$ cat src/rtl/irq_ctrl.sv
// Memory-mapped interrupt controller: synchronizes NUM_IRQ request lines, latches them
// as pending (edge or level per line), and raises a registered hwint for enabled requests.
module irq_ctrl #(
    parameter int NUM_IRQ     = 8,
    parameter int SYNC_STAGES = 2
) (
    input  logic               clk,
    input  logic               rst,
    input  logic [NUM_IRQ-1:0] irq,
    input  logic               cs,
    input  logic               rd,
    input  logic               wr,
    input  logic [1:0]         addr,
    input  logic [31:0]        wdata,
    output logic [31:0]        rdata,
    output logic               hwint
);

    localparam logic [1:0] ADDR_PENDING = 2'd0;
    localparam logic [1:0] ADDR_ENABLE  = 2'd1;
    localparam logic [1:0] ADDR_MODE    = 2'd2;
    localparam logic [1:0] ADDR_CLAIM   = 2'd3;

    logic [NUM_IRQ-1:0] sync_q [SYNC_STAGES];
    logic [NUM_IRQ-1:0] irq_s;
    logic [NUM_IRQ-1:0] irq_d;
    logic [NUM_IRQ-1:0] pending;
    logic [NUM_IRQ-1:0] enable;
    logic [NUM_IRQ-1:0] mode;

    logic [NUM_IRQ-1:0] active;
    logic [NUM_IRQ-1:0] claim_onehot;
    logic [NUM_IRQ-1:0] pend_set;
    logic [NUM_IRQ-1:0] pend_clr;
    logic [NUM_IRQ-1:0] wmask;
    logic               claim_valid;
    logic [4:0]         claim_idx;
    logic               bus_rd;
    logic               bus_wr;
    logic               unused_wdata;

    assign irq_s        = sync_q[SYNC_STAGES-1];
    assign active       = pending & enable;
    assign bus_rd       = cs & rd;
    assign bus_wr       = cs & wr;
    assign wmask        = wdata[NUM_IRQ-1:0];
    assign unused_wdata = ^wdata[31:NUM_IRQ];

    // Lowest index wins; scanning downward lets the last hit be the highest priority.
    always_comb begin
        claim_valid  = 1'b0;
        claim_idx    = '0;
        claim_onehot = '0;
        for (int i = NUM_IRQ - 1; i >= 0; i--) begin
            if (active[i]) begin
                claim_valid     = 1'b1;
                claim_idx       = 5'(i);
                claim_onehot    = '0;
                claim_onehot[i] = 1'b1;
            end
        end
    end

    always_comb begin
        pend_set = (mode & irq_s & ~irq_d) | (~mode & irq_s);
        pend_clr = '0;
        if (bus_wr && addr == ADDR_PENDING)
            pend_clr = pend_clr | wmask;
        if (bus_rd && addr == ADDR_CLAIM && claim_valid)
            pend_clr = pend_clr | claim_onehot;
    end

    always_comb begin
        rdata = '0;
        if (bus_rd) begin
            case (addr)
                ADDR_PENDING: rdata[NUM_IRQ-1:0] = pending;
                ADDR_ENABLE:  rdata[NUM_IRQ-1:0] = enable;
                ADDR_MODE:    rdata[NUM_IRQ-1:0] = mode;
                default:      rdata = {claim_valid, 26'b0, claim_idx};
            endcase
        end
    end

    always_ff @(posedge clk) begin
        if (rst) begin
            for (int s = 0; s < SYNC_STAGES; s++)
                sync_q[s] <= '0;
            irq_d <= '0;
        end else begin
            sync_q[0] <= irq;
            for (int s = 1; s < SYNC_STAGES; s++)
                sync_q[s] <= sync_q[s-1];
            irq_d <= irq_s;
        end
    end

    // Set after clear so a simultaneous set wins.
    always_ff @(posedge clk) begin
        if (rst) begin
            pending <= '0;
            enable  <= '0;
            mode    <= '0;
            hwint   <= 1'b0;
        end else begin
            pending <= (pending & ~pend_clr) | pend_set;
            if (bus_wr && addr == ADDR_ENABLE)
                enable <= wmask;
            if (bus_wr && addr == ADDR_MODE)
                mode <= wmask;
            hwint <= |active;
        end
    end

endmodule

$ cat config.mk
export PLATFORM = sky130hd
export DESIGN_NAME = irq_ctrl
export DESIGN_NICKNAME = d
export VERILOG_FILES = /design/src/rtl/irq_ctrl.sv
export SDC_FILE = /design/constraint.sdc
export NUM_CORES = 1
export LEC_CHECK = 0
export BUFFER_PORTS_ARGS = -buffer_cell sky130_fd_sc_hd__buf_2
export CORE_MARGIN = 1.5
export CORE_UTILIZATION = 49
export DETAILED_ROUTE_END_ITERATION = 6
export PLACE_DENSITY = 0.76
export SYNTH_ARGS = -nofsm -noshare
export SYNTH_HDL_FRONTEND = slang
export SYNTH_SLANG_ARGS = --single-unit
$ cat constraint.sdc
create_clock -name clk -period 1.6 [get_ports clk]
set_input_delay 0.08 -clock clk [delete_from_list [all_inputs] [get_ports clk]]
set_output_delay 0.08 -clock clk [all_outputs]
set_load 0.02 [all_outputs]
==> results_dict.tcl <==
set metrics [dict create \
    start_util 0.507 \
    post_dp_cell_area_um2 2380 \
    reg2reg_to "pending[5]" \
    met1_usage 0.254 \
    cts_buffers 5 \
    first_iter_violations 173 \
    fin_util 0.604 \
    synth_warnings 0 \
    slew_violations 0 \
    die_w_um 69.9 \
    timing.rr.start "enable[0]" \
    clock_latency_ns 0.31 \
    gp_congestion 0.887 \
    clock_sinks 49 \
    clk_pin_slew_ns 0.09 \
    fin_area_um2 2610 \
    worst-path-max-fanout 4 \
    r2r_setup_slack_ns 0.29 \
    synth-async-reset-ratio 0 \
    drc 0 \
    violations "setup timing" \
    hold_start "wdata[3]" \
    slowest_stage "a2111oi_2" \
    maxCapViolCount 0 \
    stdcell_count 365 \
    antenna_found_initial 0 \
    fin_hold_ws_ns 0.0204 \
    worstSetupPathType "flip-flop to primary output" \
    ff2ff_path_depth 5 \
    avgRoutedWirePerCell_um 13.6 \
    layout-area-overhead-vs-synth_pct 19.2 \
    use_met2 0.330 \
    p_leak_nw 1.10 \
    cts_max_path_buffers 2 \
    fin_ws_ns -0.0419 \
    synth.top_cell.area_share 0.447 \
    dr.pass1.iters 5 \
    fin_skew_ns 0.0109 \
    synthCells 260 \
    whs_endpoint "enable[3]" \
    grt_use_total 0.204 \
    final_hold_viol_count 0 \
    pre_cts_ws_ns 0.171 \
    grt_max_degree 20 \
    synth_area_leaders "dfxtp_1, nand2_1, buf_4" \
    synth_seq_area_share 0.447 \
    finalCriticalPeriod_ns 1.64 \
    p_per_area_nw_per_um2 865 \
    outcome "complete, but fails checks" \
    wirelength_um 4950 \
    pin_count 80 \
    rows 24 \
    gr-usage-met3 0.0548 \
    dp_hpwl_um 3320 \
    placedCellCount 346 \
    layout-drive-gt1-share 0.236 \
    synth-main-ff-cell "dfxtp_1" \
    post-route-period-util 1.03 \
    setup_viol 3 \
    synth_edf_count 0 \
    yosysTopAreaCell "dfxtp_1" \
    rsz0062_at_grt "true" \
    crit_chain "a22oi_2, mux2i_1, a2111oi_2, buf_2" \
    nets 359 \
    syn_area_per_cell_um2 8.43 \
    cts_root_buf "clkbuf_8" \
    drtAntennaViolNets 0 \
    syn_area_um2 2190 \
    grt_pass1_wl_um 7760 \
    fmax_ghz 0.609 \
    min-delay-path-class "input port to flip-flop" \
    grt.busiest_layer "met2" \
    worstPathArrival_ns 1.56 \
    grt_pass1_vias 1688 \
    start_kind "flip-flop" \
    worstHoldPathCells 3 \
    core_um2 4320 \
    cts_tree "built" \
    ys_seq_elements 49 \
    gr-total-overflow 0 \
    cp.required_ns 1.52 \
    via_count 1890 \
    io_buffers 32 \
    via_per_inst 5.18 \
    yosysUniqueCellTypes 35 \
    h-tree-depth 2 \
    critPathCaptureType "primary output" \
    max_stage_delay_ns 0.38 \
    dieArea_um2 4880 \
    diodes 0 \
    die_h_um 69.9 \
    vdd_drop_max_mv 0.513 \
]
==> logic make-up after synthesis <==
kind of cell | share of synthesized area
AOI/OAI and AO/OA | 0.142
buffers and inverters | 0.108
DFF | 0.447
muxes | 0.0320
other | 0.00171
and+or+nand+nor | 0.269
==> report_power, final <==
part | internal, mW | switching (mW)
Combinational | 0.101 | 0.158
Clock | 0.310 | 0.399
Sequential | 1.26 | 0.0279
==> state kept, by name, summed over array words and instances, names as in the netlist <==
| signal | cells |
|---|---|
| hwint | 1 |
| mode | 8 |
| enable | 8 |
| irq_d | 8 |
| pending | 8 |
| sync_q | 16 |
==> timing repair <==
item / 4_1_cts / 5_1_grt
resized for setup: 10 / 10
pin swaps: 2 / 1
hold buffers: 8 / 0
hold endpoints to repair: 8 / 0
setup buffers: 3 / 0
endpoints found under the setup margin: 3 / 4
==> metrics by stage <==
stage	power (mW)	setup TNS (ns)
after detailed placement	1.55	0
after global routing	2.35	-0.247
after floorplan	1.51	0
final	2.26	-0.0561
after CTS	2.27	-0.0799
after global placement	1.55	0
==> worst max-delay path by stage <==
stage	from	end	slack [ns]	cells past startpoint
final	enable[0]	rdata[1]	-0.04	4
after global routing	enable[5]	rdata[1]	-0.09	5
after CTS	enable[0]	rdata[1]	-0.04	4
after detailed placement	enable[0]	pending[5]	0.17	5
after global placement	enable[0]	pending[5]	0.17	5
after floorplan	pending[5]	rdata[1]	0.14	4
==> layout make-up <==
cell class	instances	area, um^2
well taps	52	65.1
fillers	400	1710
repair buffers	57	370
clock buffers	7	76.3
flip-flops and latches	49	996
multi-input cells	197	1090
clock inverters	1	7.51
inverters	2	7.51
==> placed cells by master, fill, tap and decap left out, types with 2 or more instances in the layout <==
master	instances
nand2_1	55
dfxtp_1	39
buf_2	31
nor2b_1	27
a21oi_1	26
conb_1	23
buf_4	18
nor2_1	13
dfxtp_2	9
dlygate4sd3_1	8
mux2i_1	7
nand3_1	6
a22oi_2	5
clkbuf_8	5
nand4_1	4
and3_1	4
a22o_1	3
o21ai_1	2
nor3b_1	2
inv_1	2
a21boi_0	2
a41o_1	2
clkbuf_1	2
==> Yosys cell counts, types with 2 or more instances <==
master	instances
nand2_1	55
dfxtp_1	49
nor2b_1	28
a21oi_1	26
buf_4	24
nor2_1	13
mux2i_1	7
nand3_1	6
a22oi_1	5
and3_1	5
clkbuf_1	4
nand4_1	4
a22o_1	3
buf_2	3
o21ai_0	3
a21boi_0	2
a41o_1	2
buf_1	2
inv_1	2
nor3b_1	2
==> routing by layer <==
layer,vias up,wire length (um)
met2,62,2420
met5,-,0
met1,878,2150
met4,0,61
met3,7,324
li1,943,-
==> worst max-delay path: cells and delay by family (launching register included) <==
family                 cells  cell delay, ns
flip-flops                 1            0.37
AO/OA/AOI/OAI              2            0.55
buffers and inverters      1            0.23
multiplexers               1            0.11
Power figures use the tool's default switching activity.
